## src/rtl/serial_to_parallel_com_pkg.sv

```systemverilog
// Shared constants and FSM encoding for the COM-aligned serial-to-parallel receiver.
package serial_to_parallel_com_pkg;

  localparam int BYTE_W = 8;
  localparam logic [BYTE_W-1:0] COM_CHAR_DEFAULT = 8'hBC;

  typedef enum logic [1:0] {
    SEARCH = 2'd0,
    ALIGN  = 2'd1,
    ACTIVE = 2'd2
  } s2p_state_e;

endpackage

```

## src/rtl/serial_to_parallel_com.sv

```systemverilog
// Bit-serial receiver: locks byte alignment on a run of COM characters, then emits non-COM bytes.
// Optional macro SER2PAR_COM_STATS_EN adds a saturating count of idle COMs seen while ACTIVE.
module serial_to_parallel_com
  import serial_to_parallel_com_pkg::*;
#(
  parameter logic [BYTE_W-1:0] COM_CHAR  = COM_CHAR_DEFAULT,
  parameter int                COM_COUNT = 4
) (
  input  logic              clk_32f,
  input  logic              reset,
  input  logic              data_in,
  output logic [BYTE_W-1:0] data_out,
  output logic              valid_out,
  output logic              byte_strobe,
  output logic              active
`ifdef SER2PAR_COM_STATS_EN
  ,
  output logic [7:0]        com_seen_cnt
`endif
);

  localparam logic [3:0] COM_TARGET = 4'(COM_COUNT);

  s2p_state_e state, state_nx;

  // Only the 7 newest history bits are ever observable through cand, so the 8th stage is not kept.
  logic [BYTE_W-2:0] sr;
  logic [2:0]        bit_cnt, bit_cnt_nx;
  logic [3:0]        com_cnt, com_cnt_nx;
  logic [BYTE_W-1:0] data_nx;
  logic              valid_nx;
  logic              strobe_nx;

  logic [BYTE_W-1:0] cand;
  logic              cand_com;
  logic              boundary;

  assign cand     = {sr, data_in};
  assign cand_com = (cand == COM_CHAR);
  assign boundary = (bit_cnt == 3'd7);

  always_ff @(posedge clk_32f or posedge reset) begin
    if (reset) begin
      state <= SEARCH;
    end else begin
      state <= state_nx;
    end
  end

  always_comb begin
    state_nx   = state;
    bit_cnt_nx = bit_cnt;
    com_cnt_nx = com_cnt;
    data_nx    = data_out;
    valid_nx   = valid_out;
    strobe_nx  = 1'b0;

    case (state)
      SEARCH: begin
        if (cand_com) begin
          bit_cnt_nx = 3'd0;
          com_cnt_nx = 4'd1;
          state_nx   = (COM_TARGET == 4'd1) ? ACTIVE : ALIGN;
        end
      end

      ALIGN: begin
        bit_cnt_nx = bit_cnt + 3'd1;
        if (boundary) begin
          if (cand_com) begin
            com_cnt_nx = com_cnt + 4'd1;
            if ((com_cnt + 4'd1) == COM_TARGET) begin
              state_nx = ACTIVE;
            end
          end else begin
            com_cnt_nx = 4'd0;
            state_nx   = SEARCH;
          end
        end
      end

      ACTIVE: begin
        bit_cnt_nx = bit_cnt + 3'd1;
        // COM after lock is idle fill: it clears valid but leaves the last data byte visible.
        if (boundary) begin
          strobe_nx = 1'b1;
          if (cand_com) begin
            valid_nx = 1'b0;
          end else begin
            data_nx  = cand;
            valid_nx = 1'b1;
          end
        end
      end

      default: begin
        state_nx   = SEARCH;
        bit_cnt_nx = 3'd0;
        com_cnt_nx = 4'd0;
      end
    endcase
  end

  always_ff @(posedge clk_32f or posedge reset) begin
    if (reset) begin
      sr          <= '0;
      bit_cnt     <= 3'd0;
      com_cnt     <= 4'd0;
      data_out    <= '0;
      valid_out   <= 1'b0;
      byte_strobe <= 1'b0;
      active      <= 1'b0;
    end else begin
      sr          <= cand[BYTE_W-2:0];
      bit_cnt     <= bit_cnt_nx;
      com_cnt     <= com_cnt_nx;
      data_out    <= data_nx;
      valid_out   <= valid_nx;
      byte_strobe <= strobe_nx;
      active      <= (state_nx == ACTIVE);
    end
  end

`ifdef SER2PAR_COM_STATS_EN
  always_ff @(posedge clk_32f or posedge reset) begin
    if (reset) begin
      com_seen_cnt <= 8'd0;
    end else if ((state == ACTIVE) && boundary && cand_com && (com_seen_cnt != 8'hFF)) begin
      com_seen_cnt <= com_seen_cnt + 8'd1;
    end
  end
`endif

endmodule
```

## config.mk

```make
export PLATFORM = sky130hd
export DESIGN_NAME = serial_to_parallel_com
export DESIGN_NICKNAME = d
export VERILOG_FILES = /design/src/rtl/serial_to_parallel_com_pkg.sv /design/src/rtl/serial_to_parallel_com.sv
export SDC_FILE = /design/constraint.sdc
export NUM_CORES = 1
export LEC_CHECK = 0
export CAP_MARGIN = 20
export CORE_ASPECT_RATIO = 1.4
export CORE_MARGIN = 2
export CORE_UTILIZATION = 50
export CTS_BUF_LIST = sky130_fd_sc_hd__clkbuf_4 sky130_fd_sc_hd__clkbuf_8
export CTS_CLUSTER_SIZE = 40
export DETAILED_ROUTE_END_ITERATION = 7
export PLACE_DENSITY_LB_ADDON = 0.15
export SLEW_MARGIN = 5
export SYNTH_ARGS = -nofsm -noshare
export SYNTH_HDL_FRONTEND = slang
export SYNTH_SLANG_ARGS = --single-unit
```

## constraint.sdc

```tcl
create_clock -name clk_32f -period 2.1 [get_ports clk_32f]
set_clock_uncertainty 0.05 [all_clocks]
set_input_delay 0.21 -clock clk_32f [delete_from_list [all_inputs] [get_ports clk_32f]]
set_output_delay 0.21 -clock clk_32f [all_outputs]
set_load 0.1 [all_outputs]
```

==> summary.md <==
| Metric | Value |
|---|---|
| Run status | `complete, no violations` |
| Setup TNS after final layout | `0 ns` |
| Hold/Removal Path Class | `primary input to asynchronous set/reset pin` |
| WL/cell | `roughly 14 µm` |
| WHS | `0.1705 ns` |
| Die X | `46.47 µm` |
| Max Root-Sink Buffers | `2` |
| Max-cap violation count | `0` |
| CTS root buffer | `clkbuf_4` |
| PD cells | `662.7 mW/mm²` |
| Worst path cell trace | `ha_1 > ha_1 > nand2_1 > nor2_2 > mux2_2` |
| Core Area | `0.002391 mm²` |
| Slew Viols, Final | `0` |
| Die Ht | `63.46 µm` |
| Final hold viol count | `0` |
| RSZ-0062 raised after global routing | `no` |
| Post-Synthesis Cells | `105` |
| Synth cell types | `37` |
| Top post-synthesis cells by count | `27 x dfrtp_1, 9 x ha_1, 7 x inv_1, 7 x nand2_1, 7 x nand3_1` |
| Num rows | `21` |
| Most frequent cell after synthesis | `dfrtp_1` |
| Tcrit/Tclk final | `93.68%` |
| Routed WL | `2.217 mm` |
| R2R setup slack | `roughly 0.13 ns` |
| Full die area | `0.002948 mm²` |
| CP dominant cell by count | `ha_1` |
| CTS tree | `done` |
| Grt total ovfl | `0` |
| H-tree level count | `1` |
| Pwr Total | `0.9585 mW` |
| CP required | `2.27 ns` |
| DRT Pass-1 Iters | `4` |
| Post-route DRC | `0` |
| Max FO, Critical Path | `9` |
| Initial core utilization | `52.80%` |
| Worst skew pair latency | `0.32 ns` |
| IO buf count | `13` |
| Setup crit end kind | `flop` |
| Post-layout min period | `a little under 2 ns` |
| Initial DRC count | `36` |
| Post-synth EDFFs | `0` |
| Num Clock Sinks | `27` |
| Setup bufs post-CTS | `0` |
| Clock transition at path regs | `0.14 ns` |
| Routed vias/inst | `5.516` |
| R2R Path Start | `bit_cnt[0]` |
| Worst Path Class, Setup | `flop to flop` |
| Async set or reset register ratio after synthesis | `100.0%` |
| Worst path max stage delay | `0.41 ns` |
| DP HPWL | `1.656 mm` |
| Max-slew headroom | `70.16%` |
| Area leader, netlist | `dfrtp_1` |
| Non-Filler Instances | `157` |
| Synth warn | `0` |
| Util after Layout | `60.49%` |
| Final nets | `136` |
| Area Growth Syn to Fin | `14.57%` |
| Mapped cell area | `0.001262 mm²` |
| Vias in the first global route | `878` |
| Placed Cells | `about 150` |
| Maximum vdd drop | `0.5269 mV` |
| GRT Resource Usage Total | `between 15 and 20%` |
| Global-route wire length before repair | `slightly below 4 mm` |
| Critical Path Source | `bit_cnt[0]` |
| Final ANT Viol Nets | `0` |
| Initial antenna violation count | `0` |
| Via Count | `866` |
| Leakage | `0.7038 nW` |
| Worst Tran Pin Value | `0.4445 ns` |
| Area contributors post-synth | `dfrtp_1 54%, ha_1 8.9%, mux2_2 5.4%` |
| Seq/Total Area, Yosys | `53.52%` |
| Ports | `14` |
| CP Launch Type | `flop` |
| Register bit count reported by yosys | `27` |
| Area fraction of the dominant cell type after synthesis | `53.52%` |
| Largest net degree at the start of global routing | `28` |
| CP arrival | `2.14 ns` |
| CP max-delay cell | `nor2_2` |
| PostCTS Resize Cnt | `0` |
| Mean Syn Cell Area | `12.02 µm²` |
| Max Fclk | `508.3 MHz` |
| Final number of setup-violating endpoints | `0` |
| CTS Hold Bufs | `0` |
| Main synth FF type | `dfrtp_1` |
| Ant diodes | `0` |
| CTS Buf Count | `3` |
| Share of cells above drive strength 1 | `23.58%` |
| Routability Congestion | `0.7942` |
| Synthesized netlist net count | `117` |
## placed cells by master, fill, tap and decap left out, types with 2 or more instances in the layout
cell type / count
clkdlybuf4s50_1: 2
dfrtp_1: 27
a21oi_1: 3
o21ai_0: 3
buf_4: 13
nor2_1: 3
nand3_1: 7
mux2_2: 6
nor3_1: 3
ha_1: 9
and2_2: 2
a31oi_1: 2
nand4bb_1: 2
inv_1: 7
nand2_1: 7
clkbuf_4: 3
## metal layers
| layer | vias to the layer above | track usage, % | routed length (µm) |
|---|---|---|---|
| li1 | 419 | - | - |
| met1 | 429 | 22.39 | 924 |
| met2 | 18 | 30.38 | 1230 |
| met3 | 0 | 1.719 | 62 |
| met4 | 0 | 4.286 | 0 |
| met5 | - | 0 | 0 |
## state kept, by name (all words and copies together) (netlist names)
signal       cells
valid_out        1
data_out         8
com_cnt          4
sr               7
bit_cnt          3
byte_strobe      1
active           1
state            2
## critical path: cells and delay by family (launching register included)
family | cells | cell delay (ns)
fa+ha+maj | 2 | 0.44
flops | 1 | 0.40
simple gates | 2 | 0.58
mux | 1 | 0.39
## path summary, 6_finish.rpt
kind | cells past startpoint | endpoint
max in group asynchronous | 3 | data_out[5]
worst min register to register | 0 | sr[1]
min in group clk_32f | 1 | sr[0]
worst max-delay path | 5 | data_out[5]
worst min-delay path | 3 | bit_cnt[0]
worst max register to register | 5 | data_out[5]
## logic make-up (layout without fill, tap and decap cells)
family | after synthesis | in the layout | synth area share, %
AND/OR/NAND/NOR | 34 | 34 | 16.16
flip-flops | 27 | 27 | 53.52
AO/OA/AOI/OAI | 20 | 20 | 12.78
adder cells (fa/ha/maj) | 9 | 9 | 8.920
buffers and inverters | 8 | 26 | 2.379
multiplexers | 7 | 7 | 6.243
## metrics by stage
stage | worst slack [ns] | cell area (µm²)
finish | 0.1327 | 1446
global route | 0.01387 | 1446
CTS | 0.1286 | 1446
detailed placement | 0.1244 | 1419
global placement | 0.1550 | 1419
floorplan | 0.4290 | 1262
## where the power goes
part | total (mW) | switching [mW] | internal [mW] | leakage (nW)
Clock | 0.217 | 0.146 | 0.0713 | 0.0177
Sequential | 0.597 | 0.0430 | 0.554 | 0.352
Combinational | 0.145 | 0.0807 | 0.0639 | 0.334
Total | 0.959 | 0.270 | 0.689 | 0.704
## layout make-up
cell class,instances,area [µm²]
sequential,27,675.6
fill,207,944.7
clock inverter,1,5.005
inverter,7,26.28
timing repair buffer,15,117.6
tap,34,42.54
multi-input combinational,70,556.8
clock buffer,3,22.52
(Power assumes the default switching activity.)
